==> src/rtl/gridx_mem_pkg.sv <==
// gridx_mem_pkg: power states and default bank geometry shared by the SRAM bank logic.
package gridx_mem_pkg;
  typedef enum logic [1:0] {OFF, WAKE, ON} pwr_state_e;
  localparam int DEF_ADDR_BITS = 8;
  localparam int DEF_DATA_WIDTH = 64;
endpackage

==> src/rtl/rr_arbiter.sv <==
// rr_arbiter: round-robin picker; on a strobed grant the pointer moves just past the winner.
module rr_arbiter #(
  parameter  int NUM_REQ = 4,
  localparam int IW = NUM_REQ > 1 ? $clog2(NUM_REQ) : 1
) (
  input  logic               clk,
  input  logic               reset,
  input  logic [NUM_REQ-1:0] req_i,
  input  logic               adv_i,
  output logic [NUM_REQ-1:0] gnt_o,
  output logic [IW-1:0]      idx_o
);
  logic [IW-1:0] ptr_q, ptr_d, cand;
  // scanning downwards lets the candidate nearest the pointer win
  always_comb begin
    gnt_o = '0;
    idx_o = '0;
    ptr_d = ptr_q;
    cand = '0;
    for (int k = NUM_REQ - 1; k >= 0; k--) begin
      cand = IW'((int'(ptr_q) + k) % NUM_REQ);
      if (req_i[cand]) begin
        gnt_o = '0;
        gnt_o[cand] = 1'b1;
        idx_o = cand;
        ptr_d = IW'((int'(cand) + 1) % NUM_REQ);
      end
    end
  end
  always_ff @(posedge clk or negedge reset) begin
    if (!reset) ptr_q <= '0;
    else if (adv_i) ptr_q <= ptr_d;
  end
endmodule

==> src/rtl/sram_bank_arbiter.sv <==
// sram_bank_arbiter: shares one SRAM bank among NUM_REQ requesters with independent
// read/write round-robin arbitration and idle power-down of the bank.
module sram_bank_arbiter
  import gridx_mem_pkg::*;
#(
  parameter int NUM_REQ      = 4,
  parameter int ADDR_BITS    = DEF_ADDR_BITS,
  parameter int DATA_WIDTH   = DEF_DATA_WIDTH,
  parameter int IDLE_TIMEOUT = 16
) (
  input  logic                          clk,
  input  logic                          reset,
  input  logic [NUM_REQ-1:0]            req_read_valid,
  input  logic [NUM_REQ*ADDR_BITS-1:0]  req_read_address,
  output logic [NUM_REQ-1:0]            req_read_grant,
  output logic [NUM_REQ-1:0]            req_read_ready,
  output logic [DATA_WIDTH-1:0]         req_read_data,
  input  logic [NUM_REQ-1:0]            req_write_valid,
  input  logic [NUM_REQ*ADDR_BITS-1:0]  req_write_address,
  input  logic [NUM_REQ*DATA_WIDTH-1:0] req_write_data,
  output logic [NUM_REQ-1:0]            req_write_grant,
  output logic                          bank_enable,
  output logic                          bank_read_valid,
  output logic [ADDR_BITS-1:0]          bank_read_address,
  output logic                          bank_write_valid,
  output logic [ADDR_BITS-1:0]          bank_write_address,
  output logic [DATA_WIDTH-1:0]         bank_write_data,
  input  logic                          bank_read_ready,
  input  logic [DATA_WIDTH-1:0]         bank_read_data,
  input  logic                          bank_write_ready,
  output logic                          bank_on
);
  localparam int IW = NUM_REQ > 1 ? $clog2(NUM_REQ) : 1;
  localparam int CW = $clog2(IDLE_TIMEOUT + 2);
  pwr_state_e state_q;
  logic [CW-1:0] idle_q;
  logic [NUM_REQ-1:0] rd_gnt, wr_gnt, req_read_grant_q, req_write_grant_q;
  logic [IW-1:0] rd_idx, wr_idx, rd_owner_q, rd_ret_q;
  logic bank_read_valid_q, bank_write_valid_q, rd_pend_q;
  logic on, any_req, busy, timeout, unused_ok;
  logic [ADDR_BITS-1:0] bank_read_address_q, bank_write_address_q;
  logic [DATA_WIDTH-1:0] bank_write_data_q;
  assign on = state_q == ON;
  assign any_req = |{req_read_valid, req_write_valid};
  assign busy = any_req || |{req_read_grant_q, req_write_grant_q} || bank_read_valid_q || rd_pend_q;
  assign timeout = IDLE_TIMEOUT != 0 && on && !busy && idle_q == CW'(IDLE_TIMEOUT - 1);
  assign unused_ok = bank_write_ready;
  rr_arbiter #(.NUM_REQ(NUM_REQ)) u_rd_arb (
    .clk, .reset, .req_i(req_read_valid & ~req_read_grant_q & {NUM_REQ{on}}),
    .adv_i(on), .gnt_o(rd_gnt), .idx_o(rd_idx)
  );
  rr_arbiter #(.NUM_REQ(NUM_REQ)) u_wr_arb (
    .clk, .reset, .req_i(req_write_valid & ~req_write_grant_q & {NUM_REQ{on}}),
    .adv_i(on), .gnt_o(wr_gnt), .idx_o(wr_idx)
  );
  // the bank answers one cycle after bank_read_valid, so the owner rides a two-stage pipe
  always_ff @(posedge clk or negedge reset) begin
    if (!reset) begin
      state_q <= OFF;
      idle_q <= '0;
      req_read_grant_q <= '0;
      req_write_grant_q <= '0;
      bank_read_valid_q <= 1'b0;
      bank_write_valid_q <= 1'b0;
      bank_read_address_q <= '0;
      bank_write_address_q <= '0;
      bank_write_data_q <= '0;
      rd_owner_q <= '0;
      rd_pend_q <= 1'b0;
      rd_ret_q <= '0;
    end else begin
      state_q <= state_q == OFF ? (any_req ? WAKE : OFF) : state_q == WAKE ? ON : timeout ? OFF : ON;
      idle_q <= on && !busy && !timeout ? idle_q + 1'b1 : '0;
      req_read_grant_q <= rd_gnt;
      req_write_grant_q <= wr_gnt;
      bank_read_valid_q <= |rd_gnt;
      bank_write_valid_q <= |wr_gnt;
      bank_read_address_q <= |rd_gnt ? req_read_address[rd_idx*ADDR_BITS +: ADDR_BITS] : '0;
      bank_write_address_q <= |wr_gnt ? req_write_address[wr_idx*ADDR_BITS +: ADDR_BITS] : '0;
      bank_write_data_q <= |wr_gnt ? req_write_data[wr_idx*DATA_WIDTH +: DATA_WIDTH] : '0;
      rd_owner_q <= rd_idx;
      rd_pend_q <= bank_read_valid_q;
      rd_ret_q <= rd_owner_q;
    end
  end
  assign bank_enable = state_q != OFF;
  assign bank_on = on;
  assign req_read_grant = req_read_grant_q;
  assign req_write_grant = req_write_grant_q;
  assign bank_read_valid = bank_read_valid_q;
  assign bank_read_address = bank_read_address_q;
  assign bank_write_valid = bank_write_valid_q;
  assign bank_write_address = bank_write_address_q;
  assign bank_write_data = bank_write_data_q;
  assign req_read_ready = rd_pend_q && bank_read_ready ? NUM_REQ'(1) << rd_ret_q : '0;
  assign req_read_data = rd_pend_q && bank_read_ready ? bank_read_data : '0;
endmodule
==> config.mk <==
export PLATFORM = sky130hd
export DESIGN_NAME = sram_bank_arbiter
export DESIGN_NICKNAME = d
export VERILOG_FILES = /design/src/rtl/gridx_mem_pkg.sv /design/src/rtl/rr_arbiter.sv /design/src/rtl/sram_bank_arbiter.sv
export SDC_FILE = /design/constraint.sdc
export NUM_CORES = 1
export LEC_CHECK = 0
export ABC_AREA = 1
export BUFFER_PORTS_ARGS = -buffer_cell sky130_fd_sc_hd__clkbuf_2
export CAP_MARGIN = 20
export CORE_AREA = 2 2 219 221
export DETAILED_ROUTE_END_ITERATION = 8
export DIE_AREA = 0 0 221 223
export PLACE_DENSITY = 0.47
export SLEW_MARGIN = 10
export SYNTH_ARGS = -nofsm -noshare
export SYNTH_HDL_FRONTEND = slang
export SYNTH_SLANG_ARGS = --single-unit
==> constraint.sdc <==
create_clock -name clk -period 6.3 [get_ports clk]
set_input_delay 0.63 -clock clk [delete_from_list [all_inputs] [get_ports clk]]
set_output_delay 0.63 -clock clk [all_outputs]
set_load 0.02 [all_outputs]
## After elaboration in Yosys (flattened, before gate mapping)

Index checks and enable logic that the tools add are counted.

| storage, ports and cells | value |
|---|---|
| register bits | 106 |
| input bits | 396 |
| output and inout bits | 160 |
| logic and storage cells | 149 |

| cells by class | value |
|---|---|
| add/sub/neg operators | 13 |
| magnitude comparators | 16 |
| eq/ne operators | 3 |
| shift operators | 4 |
| muxes and demuxes | 66 |
| bitwise gates (word level) | 6 |
| reduce and logical (&&, ||, !) cells | 27 |

Operators by type and width:

| operator | count |
|---|---|
| $shiftx A256 B9 Y64 | 1 |
| $mux W64 | 2 |
| $shiftx A32 B6 Y8 | 2 |
| $mux W2 | 19 |
| $mux W4 | 9 |
| $lt A2 B3 Y1 const B | 8 |
| $mux W1 | 17 |
| $add A2 B1 Y2 const B | 8 |
| $and A4 B4 Y4 | 4 |
| $bmux W1 S2 | 8 |
| $demux W1 S2 | 8 |
| $ge A2 B1 Y1 const B | 8 |
| $mux W8 | 2 |
| $reduce_or A8 Y1 | 2 |
| $logic_and A1 B1 Y1 | 12 |
| $add A2 B2 Y2 const B | 4 |
| $not A4 Y4 | 2 |
| $reduce_bool A4 Y1 | 2 |
| $reduce_or A4 Y1 | 2 |
| $add A5 B1 Y5 const B | 1 |
| $eq A5 B4 Y1 const B | 1 |
| $mux W5 | 1 |
| $reduce_and A2 Y1 | 2 |
| $shl A1 B2 Y4 const A | 1 |
| other kinds (6) | 9 |

## Depth between registers and ports, before layout

Gate-level depths: netlist (run 1).

| logic depth | value |
|---|---|
| depth after elaboration | 11 |
| gate-level depth with buffers | 18 |
| gate-level depth less buffers | 15 |

## Modules after synthesis

Synthesis (run 1) repeated with hierarchy kept, for this count alone.

| unflattened totals | value |
|---|---|
| cells, all modules | 1120 |
| area, all modules | 7350.8 um^2 |

By module, submodules not included:

| module | instances | cells each | area each (um^2) | seq. area each (um^2) |
|---|---|---|---|---|
| sram_bank_arbiter | 1 | 928 | 6099.6 | 2552.4 |
| rr_arbiter | 2 | 96 | 625.6 | 50.0 |

## Worst setup path after synthesis (run 1)

Ideal clock, no wire load.

| timing | value |
|---|---|
| path type | reg2reg |
| from | reg u_rd_arb.ptr_q[0] |
| to | reg bank_read_address_q[6] (netlist: bank_read_address[6]) |
| setup time | 0.134 ns |
| data arrival time | 2.191 ns |
| data required time | 6.166 ns |
| setup slack | 3.976 ns |
| stages on the path, launching flop included | 15 |
| buffers on the path | 2 |
| clock period less this slack | 2.324 ns |
| path through | dfrtp_1 inv_1 ha_1 inv_1 nand3_1 nand2_1 buf_6 nand2_1 nand2_1 nand3_4 nand2_2 buf_6 nand2_1 nand3_1 a21oi_1 |

| between the ends | value |
|---|---|
| cells in the longest elaborated chain, start to end | 11 |
| elaborated cells on any way between the ends | 42 |
| classes of those cells | add/sub: 3; order compare: 8; shift: 1; mux: 25; reduce/logical: 5 |

Ends and longest elaborated chain:

| what | RTL line | text |
|---|---|---|
| start: declaration | rr_arbiter.sv:13 | `logic [IW-1:0] ptr_q, ptr_d, cand;` |
| start signal: assignment | rr_arbiter.sv:32 | `else if (adv_i) ptr_q <= ptr_d;` |
| branches (longest 10 deep; another with $add A2 B2 Y2) | - |  |
| $mux W8 (*) | sram_bank_arbiter.sv:78 | `bank_read_address_q <= \|rd_gnt ? req_read_address[rd_idx*ADDR_BITS +: ADDR_BITS] : '0;` |
| end signal: assignment | sram_bank_arbiter.sv:78 |  |
| end: declaration | sram_bank_arbiter.sv:41 | `logic [ADDR_BITS-1:0] bank_read_address_q, bank_write_address_q;` |

Mark *: on every way between the ends. The select of a mux whose other input is x is not followed.
A chain may end at the register's enable or synchronous reset.

## Worst setup path in the final report (run 1)

| timing | value |
|---|---|
| from | reg u_wr_arb.ptr_q[0] |
| to | reg bank_write_data_q[49] (netlist: bank_write_data[49]) |

| between the ends | value |
|---|---|
| cells in the longest elaborated chain, start to end | 11 |
| elaborated cells on any way between the ends | 42 |
| classes of those cells | add/sub: 3; order compare: 8; shift: 1; mux: 25; reduce/logical: 5 |

Ends and longest elaborated chain:

| what | RTL line | text |
|---|---|---|
| start: declaration | rr_arbiter.sv:13 |  |
| start signal: assignment | rr_arbiter.sv:32 |  |
| branches (longest 10 deep; another with $add A2 B2 Y2) | - |  |
| $mux W64 (*) | sram_bank_arbiter.sv:80 | `bank_write_data_q <= \|wr_gnt ? req_write_data[wr_idx*DATA_WIDTH +: DATA_WIDTH] : '0;` |
| end signal: assignment | sram_bank_arbiter.sv:80 |  |
| end: declaration | sram_bank_arbiter.sv:42 | `logic [DATA_WIDTH-1:0] bank_write_data_q;` |

Marks and branches as above.

==> results of run 1 <==
-- stage by stage --
| stage | instances | setup WS, ns | hold slack [ns] |
|---|---|---|---|
| after detailed placement | 2692 | 2.51 | 0.336 |
| after global placement | 2692 | 2.50 | 0.337 |
| after global routing | 2708 | 2.17 | 0.303 |
| final | 2708 | 2.54 | 0.263 |
| after floorplan | 1593 | 3.98 | 0.331 |
| after CTS | 2708 | 2.47 | 0.293 |
-- kinds of logic (layout without fill, tap and decap cells) --
logic type,after synthesis,count (layout),share of synthesized area (%)
AOI/OAI and AO/OA,27,27,1.50
and+or+nand+nor,872,872,41.9
buffers and inverters,569,1069,25.3
xor gates and xnor gates,2,2,0.190
adders and majority gates,17,17,2.31
DFF,106,106,28.8
-- area by class of cell --
class                   count  area [µm²]  area share [%]
clock buffers               9         225            1.77
clock inverters             7        95.1           0.749
inverters                 488        1830            14.4
multi-input cells         918        4260            33.6
flip-flops and latches    106        2650            20.9
well taps                 615         769            6.06
repair buffers            565        2860            22.5
-- where the power goes --
part | internal (mW) | switching (mW) | leakage (nW) | total, mW
clock network | 0.322 | 0.338 | 0.157 | 0.660
logic | 2.08 | 5.17 | 7.36 | 7.25
registers | 1.10 | 0.144 | 1.32 | 1.24
total | 3.50 | 5.65 | 8.83 | 9.15
-- layer usage --
| layer | track usage, % | share of wire, % | up-vias |
|---|---|---|---|
| met5 | 0 | 0.068 | - |
| met4 | 4.50 | 1.9 | 4 |
| met3 | 5.18 | 8.3 | 40 |
| met2 | 30.1 | 52 | 424 |
| met1 | 16.4 | 37 | 5168 |
| li1 | - | - | 5631 |
-- Yosys cell counts --
| library cell | n | area [µm²] |
|---|---|---|
| nand3_2 | 2 | 20.0 |
| or2_2 | 3 | 18.8 |
| nor2_4 | 1 | 11.3 |
| buf_1 | 6 | 22.5 |
| xor2_1 | 1 | 8.76 |
| nor3b_1 | 1 | 7.51 |
| nand2_4 | 1 | 11.3 |
| nand3_4 | 1 | 17.5 |
| clkinv_1 | 1 | 3.75 |
| nand4_1 | 3 | 18.8 |
| o21ai_0 | 11 | 55.1 |
| nor4_1 | 2 | 12.5 |
| nand3_1 | 348 | 1740 |
| inv_2 | 4 | 15.0 |
| nor2_2 | 1 | 6.26 |
| nand2_1 | 393 | 1480 |
| a21oi_1 | 15 | 75.1 |
| buf_2 | 42 | 210 |
| xnor2_1 | 1 | 8.76 |
| and3_1 | 1 | 6.26 |
| o31ai_1 | 1 | 7.51 |
| nor2_1 | 89 | 334 |
| nand2_2 | 5 | 31.3 |
| buf_4 | 6 | 45.0 |
| buf_6 | 15 | 169 |
| nand3b_1 | 16 | 120 |
| nor3_1 | 5 | 25.0 |
| inv_1 | 483 | 1810 |
| clkbuf_1 | 12 | 45.0 |
| dfrtp_1 | 106 | 2650 |
| ha_1 | 17 | 213 |
-- worst max path at each step --
stage / start / to / cells after the start
2_1_floorplan: u_rd_arb.ptr_q[0] / bank_read_address[6] / 14
3_3_place_gp: u_wr_arb.ptr_q[0] / bank_write_data[49] / 14
3_5_place_dp: u_wr_arb.ptr_q[0] / bank_write_data[49] / 14
4_1_cts: u_wr_arb.ptr_q[0] / bank_write_data[49] / 14
5_1_grt: u_wr_arb.ptr_q[0] / bank_write_data[49] / 14
6_report: u_wr_arb.ptr_q[0] / bank_write_data[49] / 14
-- flip-flops by register name, indices dropped and copies added (netlist names) --
name and count:
bank_write_data 64, bank_read_address 8, bank_write_address 8, idle_q 5, req_read_grant 4, req_write_grant 4, rd_owner_q 2, rd_ret_q 2
state_q 2, u_rd_arb.ptr_q 2, u_wr_arb.ptr_q 2, bank_read_valid 1, bank_write_valid 1, rd_pend_q 1
==> out/results.tsv, run 1 <==
metric	value	unit
Layout Utilization	26.9	%
number of global-route vias before repair	11200	
io pins	556	
Finish-stage setup viols	0	
Clock Skew	0.0113	ns
Max Slew Vio Count	0	
Core ar.	0.0471	mm²
mapped cell area	0.00920	mm²
Reg clk slew, reported paths	0.09	ns
TritonCTS Buffers	9	
CTS max path bufs	2	
CTS tree	built	
site row count	80	
clk_lat worst skew	0.39	ns
Initial Utilization	19.5	%
HPWL after detailed placement	31500	µm
maximum VDD drop	0.481	mV
CP arrival	4.08	ns
syn_nets	2006	
cts hold-fix bufs	0	
largest net degree at the start of global routing	86	
critical path class	flip-flop to flip-flop	
Most Frequent Cell on Critical Path	nand2_1	
status	completed	
DR iter-0 viols	512	
fillers	5468	
RR Startpoint	u_wr_arb.ptr_q[0]	
first-pass GRT wire length	61100	µm
highest-delay cell along the critical path	inv_2	
final worst-path cycle share	59.6	%
WP data required	6.63	ns
Pleak	8.83	nW
power per cell area	721	mW/mm²
post-route cell area	0.0127	mm²
# diodes	0	
final hold vios	0	
GRT Total Usage	15.8	%
die area	0.0493	mm²
TNS Setup	0	ns
vias	11300	
initial antenna violation count	2	
CP Launch Type	flip-flop	
Synth cell types	31	
clk sinks	106	
cell count after synthesis	1593	
DRC	0	
Critical Path Sink Type	flip-flop	
Tightest Hold Check Type	input pin to asynchronous set/reset pin	
synthesis-to-finish area growth	38.0	%
antenna viol nets, final	0	
Reg2Reg Depth	14	
measured slew at the worst slew-check pin	1.02	ns
placed cell area	0.0124	mm²
CP bufs+invs	5	
Port Buffer Count	554	
maximum fanout along the worst path	43	
CTS H-Tree Depth	3	
R2R setup slack	2.54	ns
FF-to-FF End	bank_write_data[49]	
CP top delay family	buffers and inverters	
minimum clock period	3.76	ns
ordered cell list for the critical path	inv_2 -> ha_1 -> inv_1 -> nand2_1 -> nand3_1 -> nand3_1 -> nand2_1 -> nand2_4 -> inv_2 -> buf_4 -> nand3_1 -> nand2_1 -> nand2_1 -> inv_1	
Die Wd	221	µm
per-cell routed wire length	14.7	µm
Final GP Congestion	0.891	
sequential share of the synthesized area	28.8	%
Total Power	9.15	mW
clock root buffer	clkbuf_16	
vias per cell	4.16	
total grt overflow	0	
most frequent cells in the layout	clkbuf_2, inv_1, nand2_1, nand3_1, dfrtp_1	
most common cell after layout, fill and taps aside	clkbuf_2	
final WL	39700	µm
cts repair resizes	0	
Net count, final	2501	
drt pass-1 iters	5	
die height	223	µm
Max-Cap Viols	0	
synthesized area per cell	5.78	µm²
RSZ-0062 raised after global routing	false	
fmax	266	MHz
Max-slew headroom	32.3	%
share of layout cells above drive strength 1	28.8	%
number of buffers added for setup after CTS	0	
Yosys reg bits	106	
Warnings, synthesis	0	
max incr delay on CP	0.77	ns
Note: power is estimated with default switching activity, not from simulation.
==> inputs of run 2 (changes only) <==
Settings changed: CORE_AREA 2 2 219 221 to 2 2 213 215, DIE_AREA 0 0 221 223 to 0 0 215 217, PLACE_DENSITY 0.47 to 0.48.
Clock period 6.3 ns to 3.7 ns, I/O delays scaled along.
==> run 2 against run 1 <==
Compared with the run above:
- core utilization grew 1.7 points
- die area shrank 5.3%
- total power grew 75%
- register-to-register slack lost 2.0 ns
- first-iteration DRC count shrank 22%
- combinational power grew 78%
- largest cell class unchanged
- largest power group unchanged
- highest routed layer unchanged
==> out/results.tsv, run 2 (synthesis gave the netlist of run 1 again) <==
metric	value	unit	change
status	completed		
power per cell area	1250	mW/mm²	+74%
Total Power	16.0	mW	+75%
CTS tree	built		
CP top delay family	simple AND/OR/NAND/NOR gates		
Net count, final	2507		+0.24%
share of layout cells above drive strength 1	29.0	%	+0.20 points
CP bufs+invs	4		-1
DRC	0		unchanged
initial antenna violation count	3		+1
number of buffers added for setup after CTS	0		unchanged
most common cell after layout, fill and taps aside	clkbuf_2		
number of global-route vias before repair	10900		-2.0%
maximum fanout along the worst path	50		+16%
max incr delay on CP	0.57	ns	-0.20 ns
RSZ-0062 raised after global routing	false		
WP data required	3.98	ns	-2.65 ns
Core ar.	0.0447	mm²	-5.2%
Critical Path Sink Type	flip-flop		
die area	0.0467	mm²	-5.3%
ordered cell list for the critical path	inv_2 -> ha_1 -> inv_1 -> nand3_1 -> nand2_1 -> nand2_1 -> nand2_1 -> nand3_4 -> nand2_4 -> buf_12 -> nand2_1 -> nand3_1 -> nand2_1 -> nand2_1 -> inv_1		
vias	11300		-0.12%
WP depth	15		+1
Most Frequent Cell on Critical Path	nand2_1		
TNS Setup	0	ns	unchanged
placed cell area	0.0125	mm²	+1.0%
Max Slew Vio Count	0		unchanged
Initial Utilization	20.6	%	+1.1 points
most frequent cells in the layout	clkbuf_2, inv_1, nand2_1, nand3_1, dfrtp_1		
Reg clk slew, reported paths	0.09	ns	about the same
FF-to-FF End	bank_write_data[50]		
maximum VDD drop	0.829	mV	+73%
die height	217	µm	-2.7%
measured slew at the worst slew-check pin	0.800	ns	-0.216 ns
CP arrival	3.39	ns	-0.69 ns
post-route cell area	0.0128	mm²	+0.84%
Tightest Hold Check Type	input pin to asynchronous set/reset pin		
critical path class	flip-flop to flip-flop		
drt pass-1 iters	7		+2
CTS H-Tree Depth	3		unchanged
io pins	556		unchanged
Port Buffer Count	554		unchanged
Clock Skew	0.0137	ns	+0.00246 ns
Max-slew headroom	46.7	%	+14 points
TritonCTS Buffers	9		unchanged
HPWL after detailed placement	32400	µm	+2.9%
Die Wd	215	µm	-2.7%
final hold vios	0		unchanged
antenna viol nets, final	0		unchanged
# diodes	0		unchanged
GRT Total Usage	17.0	%	+1.2 points
Pleak	8.88	nW	+0.60%
synthesis-to-finish area growth	39.1	%	
first-pass GRT wire length	60900	µm	-0.33%
final WL	40800	µm	+2.8%
CTS max path bufs	2		unchanged
total grt overflow	0		unchanged
cts repair resizes	0		unchanged
RR Startpoint	u_wr_arb.ptr_q[0]		
CP Launch Type	flip-flop		
cts hold-fix bufs	0		unchanged
clk_lat worst skew	0.39	ns	about the same
highest-delay cell along the critical path	dfrtp_1		
Setup WS pre-CTS	0.581	ns	-1.93 ns
DR iter-0 viols	397		-22%
final worst-path cycle share	84.0	%	+24 points
Max-Cap Viols	0		unchanged
Finish-stage setup viols	0		unchanged
largest net degree at the start of global routing	86		unchanged
setup ws final	0.592	ns	-1.95 ns
clk sinks	106		unchanged
clock root buffer	clkbuf_16		
Final GP Congestion	0.919		+3.1%
vias per cell	4.17		+0.21%
per-cell routed wire length	15.1	µm	+3.1%
minimum clock period	3.11	ns	-0.647 ns
R2R setup slack	0.59	ns	-1.95 ns
fillers	5185		-5.2%
max FFs per register	64		unchanged
Reg2Reg Depth	15		+1
site row count	78		-2.5%
fmax	322	MHz	+21%
## run 2: cell count changes in the layout (fill, tap and decap cells not counted), moves of 2 or more
| cell | previous run | this run |
|---|---|---|
| nand2_4 | 3 | 1 |
| buf_12 | 0 | 9 |
| nand2_2 | 6 | 8 |
| clkbuf_8 | 0 | 2 |
| buf_4 | 12 | 9 |
## run 2: worst max-delay path by stage
stage	start	to	slack, ns
floorplan	u_rd_arb.ptr_q[0]	bank_read_address[6]	1.38
global placement	u_wr_arb.ptr_q[0]	bank_write_data[8]	0.67
detailed placement	u_wr_arb.ptr_q[0]	bank_write_data[8]	0.58
CTS	u_wr_arb.ptr_q[0]	bank_write_data[45]	0.56
global route	u_rd_arb.ptr_q[0]	bank_read_address[5]	0.24
finish	u_wr_arb.ptr_q[0]	bank_write_data[50]	0.59
## run 2: where the power goes
group          total, mW  internal (mW)  switching, mW
combinational       12.9           3.97           8.88
sequential          2.11           1.87          0.241
clock               1.05          0.505          0.548
## run 2: area by class of cell
class / count / area [µm²] / area share, %
inverter: 488 / 1830 / 14.3
tap: 600 / 751 / 5.87
multi-input combinational: 918 / 4250 / 33.2
sequential: 106 / 2650 / 20.7
timing repair buffer: 571 / 3020 / 23.6
clock inverter: 5 / 45.0 / 0.352
clock buffer: 11 / 253 / 1.97
## run 2: metrics by stage
stage / util (%) / hold WS, ns / instances
finish: 28.6 / 0.0374 / 2699
global route: 28.6 / 0.0857 / 2699
CTS: 28.6 / 0.0533 / 2699
detailed placement: 28.0 / 0.343 / 2683
global placement: 28.0 / 0.340 / 2683
floorplan: - / 0.0744 / 1593
## run 2: worst register-to-register path, cell delays in order, from the launching register on
cell and delay (ns):
dfrtp_1 0.57, inv_2 0.17, ha_1 0.39, inv_1 0.15, nand3_1 0.10, nand2_1 0.18
nand2_1 0.08, nand2_1 0.12, nand3_4 0.12, nand2_4 0.39, buf_12 0.35, nand2_1 0.11
nand3_1 0.08, nand2_1 0.09, nand2_1 0.07, inv_1 0.04
## run 2: routing by layer
layer  track usage [%]  vias up  part of all wire [%]  routed length [µm]
li1                  -     5643                     -                   -
met1              17.5     5099                    37               15000
met2              30.1      443                    49               20100
met3              5.49       62                   8.1                3300
met4              10.3        6                   5.8                2370
met5                 0        -                  0.11                  46
